### config.mk
export PLATFORM = sky130hd
export DESIGN_NAME = uart_mmio_ctrl
export DESIGN_NICKNAME = d
export VERILOG_FILES = /design/src/rtl/uart_mmio_pkg.sv /design/src/rtl/mmio_sync_fifo.sv /design/src/rtl/uart_mmio_ctrl.sv
export SDC_FILE = /design/constraint.sdc
export NUM_CORES = 1
export LEC_CHECK = 0
export CAP_MARGIN = 10
export CORE_ASPECT_RATIO = 0.5
export CORE_UTILIZATION = 46
export CTS_BUF_LIST = sky130_fd_sc_hd__clkbuf_4 sky130_fd_sc_hd__clkbuf_8
export DETAILED_ROUTE_END_ITERATION = 8
export PLACE_DENSITY_LB_ADDON = 0.1
export SLEW_MARGIN = 0
export SYNTH_ARGS = -nofsm -noshare
export SYNTH_HDL_FRONTEND = slang
export SYNTH_SLANG_ARGS = --single-unit
### constraint.sdc
create_clock -name clk -period 2.55 [get_ports clk]
set_clock_uncertainty 0.2 [all_clocks]
set_input_delay 0.51 -clock clk [delete_from_list [all_inputs] [get_ports clk]]
set_output_delay 0.51 -clock clk [all_outputs]
set_load 0.05 [all_outputs]
### src/rtl/uart_mmio_pkg.sv
// Shared register map and STATUS layout for the UART MMIO controller.
package uart_mmio_pkg;

  localparam logic [7:0] ADDR_STATUS    = 8'h00;
  localparam logic [7:0] ADDR_RX_DATA   = 8'h04;
  localparam logic [7:0] ADDR_TX_DATA   = 8'h08;
  localparam logic [7:0] ADDR_CYCLE_CNT = 8'h10;
  localparam logic [7:0] ADDR_INSTR_CNT = 8'h14;
  localparam logic [7:0] ADDR_CNT_RESET = 8'h18;

  localparam int STAT_TX_READY = 0;
  localparam int STAT_RX_VALID = 1;
  localparam int STAT_TX_OVF   = 2;

  function automatic logic [31:0] status_word(input logic tx_ready,
                                              input logic rx_valid,
                                              input logic tx_ovf);
    logic [31:0] w;
    w                = 32'h0000_0000;
    w[STAT_TX_READY] = tx_ready;
    w[STAT_RX_VALID] = rx_valid;
    w[STAT_TX_OVF]   = tx_ovf;
    return w;
  endfunction

endpackage

### src/rtl/mmio_sync_fifo.sv
// Single-clock FIFO with count; push ignored when full, pop ignored when empty.
module mmio_sync_fifo #(
  parameter int DEPTH = 4,
  parameter int WIDTH = 8
) (
  input  logic                       clk,
  input  logic                       rst,
  input  logic                       i_push,
  input  logic [WIDTH-1:0]           i_wdata,
  input  logic                       i_pop,
  output logic [WIDTH-1:0]           o_rdata,
  output logic                       o_full,
  output logic                       o_empty,
  output logic [$clog2(DEPTH):0]     o_count
);

  localparam int AW = $clog2(DEPTH);
  localparam int CW = AW + 1;

  logic [WIDTH-1:0] r_mem [DEPTH];
  logic [AW-1:0]    r_wr_ptr;
  logic [AW-1:0]    r_rd_ptr;
  logic [CW-1:0]    r_count;
  logic             w_push;
  logic             w_pop;

  assign o_full  = (r_count == CW'(DEPTH));
  assign o_empty = (r_count == CW'(0));
  assign o_count = r_count;
  assign o_rdata = r_mem[r_rd_ptr];
  assign w_push  = i_push && !o_full;
  assign w_pop   = i_pop && !o_empty;

  // Pointers wrap naturally since DEPTH is a power of two.
  always_ff @(posedge clk or negedge rst) begin
    if (!rst) begin
      r_wr_ptr <= '0;
      r_rd_ptr <= '0;
      r_count  <= '0;
      for (int i = 0; i < DEPTH; i++) r_mem[i] <= '0;
    end else begin
      if (w_push) begin
        r_mem[r_wr_ptr] <= i_wdata;
        r_wr_ptr        <= r_wr_ptr + AW'(1);
      end
      if (w_pop) r_rd_ptr <= r_rd_ptr + AW'(1);
      case ({w_push, w_pop})
        2'b10:   r_count <= r_count + CW'(1);
        2'b01:   r_count <= r_count - CW'(1);
        default: r_count <= r_count;
      endcase
    end
  end

endmodule

### src/rtl/uart_mmio_ctrl.sv
// MMIO bridge between the CPU load/store stage and the UART RX/TX,
// with registered 1-cycle read data plus cycle and retired-instruction counters.
module uart_mmio_ctrl
  import uart_mmio_pkg::*;
#(
  parameter int RX_FIFO_DEPTH = 4,
  parameter int CNT_WIDTH     = 32
) (
  input  logic        clk,
  input  logic        rst,
  input  logic        req_valid,
  input  logic        req_we,
  input  logic [7:0]  req_addr,
  input  logic [31:0] req_wdata,
  output logic [31:0] rdata,
  input  logic        instr_retired,
  input  logic [7:0]  rx_data_in,
  input  logic        rx_data_in_valid,
  output logic        rx_data_in_ready,
  output logic [7:0]  tx_data_out,
  output logic        tx_data_out_valid,
  input  logic        tx_data_out_ready
);

  logic [31:0]                    r_rdata;
  logic [7:0]                     r_tx_data;
  logic                           r_tx_valid;
  logic                           r_tx_ovf;
  logic [CNT_WIDTH-1:0]           r_cycle_cnt;
  logic [CNT_WIDTH-1:0]           r_instr_cnt;

  logic                           w_load;
  logic                           w_store;
  logic                           w_rx_pop;
  logic                           w_rx_full;
  logic                           w_rx_empty;
  logic [7:0]                     w_rx_head;
  logic [$clog2(RX_FIFO_DEPTH):0] w_rx_count;
  logic                           w_tx_store;
  logic                           w_tx_hs;
  logic                           w_ovf_set;
  logic                           w_ovf_clr;
  logic                           w_cnt_clr;
  logic [31:0]                    w_rd_mux;
  logic                           w_unused;

  assign w_load     = req_valid && !req_we;
  assign w_store    = req_valid && req_we;
  assign w_rx_pop   = w_load && (req_addr == ADDR_RX_DATA);
  assign w_tx_store = w_store && (req_addr == ADDR_TX_DATA);
  assign w_tx_hs    = r_tx_valid && tx_data_out_ready;
  assign w_ovf_set  = w_tx_store && r_tx_valid && !w_tx_hs;
  assign w_ovf_clr  = w_store && (req_addr == ADDR_STATUS) && req_wdata[STAT_TX_OVF];
  assign w_cnt_clr  = w_store && (req_addr == ADDR_CNT_RESET);
  assign w_unused   = ^{req_wdata, w_rx_count};

  assign rdata             = r_rdata;
  assign tx_data_out       = r_tx_data;
  assign tx_data_out_valid = r_tx_valid;
  assign rx_data_in_ready  = !w_rx_full;

  mmio_sync_fifo #(
    .DEPTH (RX_FIFO_DEPTH),
    .WIDTH (8)
  ) u_rx_fifo (
    .clk     (clk),
    .rst     (rst),
    .i_push  (rx_data_in_valid),
    .i_wdata (rx_data_in),
    .i_pop   (w_rx_pop),
    .o_rdata (w_rx_head),
    .o_full  (w_rx_full),
    .o_empty (w_rx_empty),
    .o_count (w_rx_count)
  );

  // Read mux sees pre-update state, so a popping load returns the old head.
  always_comb begin
    w_rd_mux = 32'h0000_0000;
    case (req_addr)
      ADDR_STATUS:    w_rd_mux = status_word(!r_tx_valid, !w_rx_empty, r_tx_ovf);
      ADDR_RX_DATA: begin
        if (w_rx_empty) w_rd_mux = 32'h0000_0000;
        else            w_rd_mux = {24'h00_0000, w_rx_head};
      end
      ADDR_CYCLE_CNT: w_rd_mux = 32'(r_cycle_cnt);
      ADDR_INSTR_CNT: w_rd_mux = 32'(r_instr_cnt);
      default:        w_rd_mux = 32'h0000_0000;
    endcase
  end

  always_ff @(posedge clk or negedge rst) begin
    if (!rst)        r_rdata <= 32'h0000_0000;
    else if (w_load) r_rdata <= w_rd_mux;
  end

  // A store racing the handshake refills the holding register without a bubble.
  always_ff @(posedge clk or negedge rst) begin
    if (!rst) begin
      r_tx_valid <= 1'b0;
      r_tx_data  <= 8'h00;
    end else if (w_tx_store && (!r_tx_valid || w_tx_hs)) begin
      r_tx_valid <= 1'b1;
      r_tx_data  <= req_wdata[7:0];
    end else if (w_tx_hs) begin
      r_tx_valid <= 1'b0;
    end
  end

  always_ff @(posedge clk or negedge rst) begin
    if (!rst)           r_tx_ovf <= 1'b0;
    else if (w_ovf_set) r_tx_ovf <= 1'b1;
    else if (w_ovf_clr) r_tx_ovf <= 1'b0;
  end

  // Counter clear beats a same-cycle increment.
  always_ff @(posedge clk or negedge rst) begin
    if (!rst) begin
      r_cycle_cnt <= '0;
      r_instr_cnt <= '0;
    end else if (w_cnt_clr) begin
      r_cycle_cnt <= '0;
      r_instr_cnt <= '0;
    end else begin
      r_cycle_cnt <= r_cycle_cnt + CNT_WIDTH'(1);
      if (instr_retired) r_instr_cnt <= r_instr_cnt + CNT_WIDTH'(1);
    end
  end

endmodule

Word level (Yosys, flattened, before mapping)
Index checks and enable logic that the tools add are counted.
{"block": "totals", "elab_cells": 74, "output_inout_bits": 42, "regBits": 145}
{"block": "classes", "bitwise": 2, "addsub": 6, "reduce_logical": 26, "mux": 16, "order_cmp": 3, "n_eq_ne": 8}
{"operator": "case mux 32 bit (4 select lines)", "count": 1}
{"operator": "2-to-1 mux 32 bit", "count": 3}
{"operator": "adder 32 x 1 -> 32 bit, second input constant", "count": 2}
{"operator": "bitwise mux 32 bit", "count": 1}
{"operator": "2-to-1 mux 8 bit", "count": 4}
{"operator": "== test 8 x 5 -> 1 bit, second input constant", "count": 3}
{"operator": "binary-select mux 8 bit (select 2 bit)", "count": 1}
{"operator": "demux 8 bit (select 2 bit)", "count": 1}
{"operator": "logical AND 1 bit", "count": 14}
{"operator": "== test 8 x 3 -> 1 bit, second input constant", "count": 1}
{"operator": "== test 8 x 4 -> 1 bit, second input constant", "count": 1}
{"operator": "zero test 8 bit", "count": 1}
{"operator": "nonzero test 2 bit", "count": 4}
{"operator": ">= comparator 3 bit, second input constant", "count": 2}
{"operator": "inverter 2 -> 3 bit", "count": 2}
{"operator": "case mux 3 bit (2 select lines)", "count": 1}
{"operator": "zero test 1 bit", "count": 5}
{"operator": "adder 2 x 1 -> 2 bit, second input constant", "count": 2}
{"operator": "2-to-1 mux 1 bit", "count": 4}
{"operator": "adder 3 x 1 -> 3 bit, second input constant", "count": 1}
{"operator": "== test 3 bit, second input constant", "count": 1}
{"operator": "zero test 3 bit", "count": 1}
{"operator": "less-than comparator 3 x 1 -> 1 bit, second input constant", "count": 1}
{"operator": "subtractor 3 x 1 -> 3 bit, second input constant", "count": 1}
{"operator": "other kinds (3)", "count": 3}

Logic depth before layout (Yosys ltp)
{"block": "logic_depth", "ltp_word": 6, "depth_mapped": 10, "depth_no_buf": 9}

Modules after synthesis
Synthesis repeated with hierarchy kept, for this count alone.
{"block": "unflattened", "cells_unflattened": 667, "hier_area_um2": 7124.3}
{"module": "uart_mmio_ctrl", "instances": 1, "seq_area_each_um2": 2652.5, "area_each_um2": 5340.1, "cells_each": 553}
{"module": "mmio_sync_fifo", "instances": 1, "seq_area_each_um2": 975.9, "area_each_um2": 1784.2, "cells_each": 114}

Worst setup path after synthesis
No wires, ideal clock.
{"block": "synth_timing", "kind": "input port to flip-flop", "from": "input req_addr[4]", "to": "register u_rx_fifo.r_count[2] (netlist: u_rx_fifo.o_count[2])", "path_buffers": 1, "stages": 10, "arrival_ns": 2.314, "required_ns": 2.271, "path_slack_ns": -0.043, "cell_sequence": "clkbuf_2 -> nor4_2 -> nand3_1 -> nor2_1 -> ha_1 -> inv_1 -> fa_1 -> xor2_1 -> nor2_1 -> xor2_1"}
{"block": "synth_between", "elab_chain_cells": 5}
{"item": "start, declared", "line_no": "uart_mmio_ctrl.sv:13", "text": "input logic [7:0] req_addr,"}
{"item": "== test 8 x 3 -> 1 bit (*)", "line_no": "uart_mmio_ctrl.sv:49", "text": "assign w_rx_pop = w_load && (req_addr == ADDR_RX_DATA);"}
{"item": "logical AND 1 bit (*)", "line_no": "uart_mmio_ctrl.sv:49"}
{"item": "logical AND 1 bit (*)", "line_no": "mmio_sync_fifo.sv:32", "text": "assign w_pop = i_pop && !o_empty;"}
{"item": "net u_rx_fifo.w_pop", "line_no": "mmio_sync_fifo.sv:25", "text": "logic w_pop;"}
{"item": "== test 2 x 1 -> 1 bit / == test 2 bit (equally long branches)", "line_no": "mmio_sync_fifo.sv:47", "text": "case ({w_push, w_pop})"}
{"item": "case mux 3 bit (2 select lines) / nonzero test 2 bit (equally long branches)"}
{"item": "end signal, assigned", "line_no": "mmio_sync_fifo.sv:48", "text": "2'b10: r_count <= r_count + CW'(1);"}
{"item": "end signal, assigned", "line_no": "mmio_sync_fifo.sv:49", "text": "2'b01: r_count <= r_count - CW'(1);"}
{"item": "end signal, assigned", "line_no": "mmio_sync_fifo.sv:50", "text": "default: r_count <= r_count;"}
{"item": "end, declared", "line_no": "mmio_sync_fifo.sv:23", "text": "logic [CW-1:0] r_count;"}
Mark *: on every way through the listed nets, which the timed path passes. The rest lies on a longest branch.
A chain may end at the register's enable or synchronous reset.

Final worst setup path
{"block": "layout_timing", "from": "input req_addr[6]", "to": "register u_rx_fifo.r_count[2] (netlist: u_rx_fifo.o_count[2])"}
Same word-level chain as after synthesis.

==> results by group <==
Synth
  – Mapped Nets: 725
  – Async set-reset flop share out of synthesis: 1.00
  – Number of instances in the synthesized netlist: ~660
  – Average instance area after synthesis: approximately 11 sq um
  – Dominant synthesized flop cell: sky130_fd_sc_hd__dfrtp_1
  – Number of enable-type register cells in the synthesized netlist: 0
  – Post-synthesis cell type count: 49
  – Count of yosys warnings during synthesis: 0
  – Area of the mapped netlist: 7080 sq um
  – Register area share after synthesis: 0.512
  – Flip-flop and latch count after synthesis: roughly 150

Placed design
  – Post-Place Cells: between 900 and 1,000
  – Dpl cell area: 8270 sq um
  – Post-Place Setup Slack: -0.405 ns
  – Post-DP HPWL: around 12,000 um
  – Buffers on Ports: a little over 70
  – Routability-driven placement congestion ratio: ~0.82

Floorplan
  – Area of the core: about 15,000 sq um
  – Die width: 177 um
  – Initial Utilization: 0.480
  – Vertical die dimension: ~90 um
  – Row Count: 31
  – Boundary Pins: slightly below 100
  – Die ar.: ~16,000 sq um

CTS
  – # Post-CTS Setup Buffers: 0
  – Sinks on Clock Net: approximately 150
  – Clock buffers created by TritonCTS: 17
  – Number of buffers on the longest clock path: 2
  – Clock root cell: sky130_fd_sc_hd__clkbuf_8
  – Clock latency of the later-clocked register in the worst-skew pair: 0.45 ns
  – Clock input transition at the sequential cells of the worst setup and hold paths: approximately 0.090 ns
  – CTS tree: done
  – Clock H-tree levels: 4

Worst setup path
  – Cell with the largest stage delay on the worst path: sky130_fd_sc_hd__clkdlybuf4s50_1
  – Top fanout value on the critical path: 2
  – Required time worst endpoint: 2.72 ns
  – Flop-to-flop setup slack: ~0.3 ns
  – Critical path type: in2reg
  – Worst R2R Path Depth: 4
  – Capturing element type of the critical path: register
  – Data arrival time of the worst path: approximately 2.6 ns
  – Most prevalent standard cell on the critical path: sky130_fd_sc_hd__xor2_1
  – Number of logic stages on the critical path including buffering: 10
  – Startpoint Class: input port
  – Beginning of the worst register-to-register path: r_cycle_cnt[7]
  – Peak per-stage delay on the critical path: about 0.47 ns
  – Cell family with most CP delay: simple AND/OR/NAND/NOR gates
  – R2r endpoint: r_cycle_cnt[23]
  – CP cell instances: clkdlybuf4s50_1, nor4_4, nand3_2, nor2_2, ha_1, inv_1, fa_1, xor2_1, nor2_1, xor2_1
  – Buffers and inverters on the worst path: 2

Worst hold path
  – Hold EP: rdata[21]
  – Min-Delay Path Class: reg2reg
  – Cell depth of the worst hold path: 2
  – Launch point of the worst hold path: rdata[21]

Global routing
  – Gr ovfl total: 0
  – Maximum number of pins on one net before global-route repair: 60
  – First-pass GRT wire length: just under 30,000 um
  – Total track usage: 0.236
  – Number of antenna violations at the first check in global routing: 0
  – Number of global-route vias before repair: approximately 5,500

Drt
  – Starting DRT DRC Count: between 400 and 500
  – Final wirelength: about 18,000 um
  – Remaining antenna violation count after routing: 0
  – Count of TritonRoute iterations in the first routing pass: 5
  – Routed wirelength normalized by instance count: between 15 and 20 um
  – Vias post-DR: 5,550
  – Routed via count divided by cell count: 5.76
  – Post-route DRC: 0

STA
  – Shortest period the worst path allows: 2.41 ns
  – Worst slew pin tran: between 0.5 and 0.6 ns
  – Number of setup violations in the final report: 0
  – Hold Slack: ~0.29 ns
  – Unrepaired setup endpoints after global routing: no
  – Relative slew slack: 0.603
  – Setup slack of the critical path after layout: around 0.14 ns
  – Highest clock frequency the design can meet: between 400 and 500 MHz
  – Period utilisation layout: 0.947
  – Max-slew violation count: 0
  – Final hold viol count: 0

Final layout
  – Design Area, Final: ~8800 sq um
  – Fin nets: approximately 820
  – Area occupied by multi-input gates: about 3300 sq um
  – Reg area: approximately 3600 sq um
  – Fraction of the core area covered by cells at the end of the flow: 0.596
  – Fraction of final layout cells sized beyond drive strength 1: 0.181
  – Count of inserted antenna diode cells: 0
  – Non-filler cells in the finished layout: about 960
  – Number of fill cells in the layout: 1,276
  – Area growth, synth to finish: 23.9%

Power and ir drop
  – Part of the power in the clock network: 0.330
  – P_int: 4.71 mW
  – Sw power: around 2.0 mW
  – Worst VDD drop: between 0.0004 and 0.0005 V
  – Switch share: 0.294
  – Cell leakage power: roughly 3.6 nW
  – Fraction of power consumed by combinational cells: 0.203
  – Sequential power share: 0.466
  – Power density over cell area: roughly 760 nW/um^2

Flow run
  – Max Cap Viol: 0

Status
  – Outcome: finished clean
-- stage by stage --
| step | setup TNS [ns] | total power, mW |
|---|---|---|
| 2_1_floorplan | 0 | 3.99 |
| 3_3_place_gp | -4.61 | 4.44 |
| 3_5_place_dp | -6.33 | 4.51 |
| 4_1_cts | 0 | 6.72 |
| 5_1_grt | 0 | 7.05 |
| 6_report | 0 | 6.67 |
-- worst reg2reg max path, stage by stage (launching register included) --
cell                      delay [ns]
sky130_fd_sc_hd__dfrtp_1        0.51
sky130_fd_sc_hd__and3_1         0.37
sky130_fd_sc_hd__nand3_1        0.35
sky130_fd_sc_hd__or4_1          0.58
sky130_fd_sc_hd__a21oi_1        0.18
-- cell usage in the layout, fill, tap and decap left out, types with 3 or more instances in the layout --
cell type / count
sky130_fd_sc_hd__nand2b_1: 3
sky130_fd_sc_hd__o31ai_1: 22
sky130_fd_sc_hd__o21ai_0: 50
sky130_fd_sc_hd__nand3_1: 26
sky130_fd_sc_hd__mux4_2: 8
sky130_fd_sc_hd__xnor2_1: 10
sky130_fd_sc_hd__nor4_1: 3
sky130_fd_sc_hd__a22oi_1: 25
sky130_fd_sc_hd__clkbuf_8: 19
sky130_fd_sc_hd__a2bb2oi_1: 7
sky130_fd_sc_hd__inv_6: 3
sky130_fd_sc_hd__and3_1: 9
sky130_fd_sc_hd__mux2_2: 42
sky130_fd_sc_hd__buf_4: 33
sky130_fd_sc_hd__a21oi_1: 38
sky130_fd_sc_hd__nand2_1: 60
sky130_fd_sc_hd__nand4_2: 3
sky130_fd_sc_hd__or4_1: 21
sky130_fd_sc_hd__dfrtp_1: 145
sky130_fd_sc_hd__and4_1: 9
sky130_fd_sc_hd__nand4_1: 24
sky130_fd_sc_hd__buf_12: 7
sky130_fd_sc_hd__clkdlybuf4s50_1: 69
sky130_fd_sc_hd__nor2_1: 26
sky130_fd_sc_hd__or3_1: 16
sky130_fd_sc_hd__xor2_1: 17
sky130_fd_sc_hd__inv_1: 10
sky130_fd_sc_hd__bufinv_16: 5
sky130_fd_sc_hd__ha_1: 7
sky130_fd_sc_hd__nor3_1: 7
sky130_fd_sc_hd__mux2i_1: 7
sky130_fd_sc_hd__clkinv_4: 3
-- registers in the layout, indices dropped and copies added, names as in the netlist --
register            count
r_cycle_cnt            32
r_instr_cnt            32
r_tx_ovf                1
rdata                  32
tx_data_out             8
tx_data_out_valid       1
u_rx_fifo.o_count       3
u_rx_fifo.r_mem        32
u_rx_fifo.r_rd_ptr      2
u_rx_fifo.r_wr_ptr      2
-- cell type report --
class	count	share of cell area
inverter	10	0.00428
sequential	145	0.413
clock inverter	13	0.0252
timing repair buffer	113	0.128
clock buffer	19	0.0298
multi-input combinational	466	0.371
tap	198	0.0282
-- how the worst max path moves through the flow --
| stage | startpoint | end |
|---|---|---|
| 3_3_place_gp | req_addr[5] | u_rx_fifo.o_count[2] |
| 5_1_grt | req_addr[6] | u_rx_fifo.o_count[2] |
| 2_1_floorplan | req_addr[4] | u_rx_fifo.o_count[2] |
| 3_5_place_dp | req_addr[5] | u_rx_fifo.o_count[2] |
| 4_1_cts | req_addr[5] | u_rx_fifo.o_count[2] |
| 6_report | req_addr[6] | u_rx_fifo.o_count[2] |
-- power groups by stage --
stage          sequential [mW]  clock [mW]  combinational [mW]
2_1_floorplan             3.04           0               0.955
3_3_place_gp              3.12           0                1.33
3_5_place_dp              3.14           0                1.37
4_1_cts                   3.10        2.25                1.37
5_1_grt                   3.18        2.36                1.51
6_report                  3.11        2.20                1.36
-- cells by family (layout without fill, tap and decap cells) --
| logic type | after synthesis | in the layout | share of synthesized area |
|---|---|---|---|
| and+or+nand+nor | 224 | 224 | 0.176 |
| adders and majority gates | 8 | 8 | 0.0152 |
| DFF | 145 | 145 | 0.512 |
| muxes | 57 | 57 | 0.102 |
| AOI/OAI and AO/OA | 150 | 150 | 0.130 |
| xor gates and xnor gates | 27 | 27 | 0.0334 |
| buffers and inverters | 51 | 155 | 0.0306 |
-- layer usage --
layer | vias up | share of wire | global-route usage
met3 | 18 | 0.043 | 0.0419
met4 | 0 | 0.014 | 0.0769
met5 | - | 0 | 0
li1 | 2637 | - | -
met1 | 2746 | 0.49 | 0.353
met2 | 149 | 0.45 | 0.346
-- cell usage after synthesis, drive strengths merged (14+ instances only) --
cell	count	area share
o31ai	22	0.023
nand4	27	0.027
o21ai	50	0.035
nand3	27	0.019
a22oi	25	0.027
a21oi	38	0.027
nand2	60	0.032
mux2	42	0.067
nor2	27	0.014
or3	18	0.017
xor2	17	0.021
or4	22	0.024
buf	14	0.011
dfrtp	145	0.51
clkbuf	27	0.014
-- repair_timing --
action	4_1_cts	5_1_grt
endpoints found under the hold margin	54	0
hold buffers	1	0
endpoints found under the setup margin	1	1
pin swaps	0	1
gates resized for setup	1	4
Note: power is estimated with default switching activity, not from simulation.
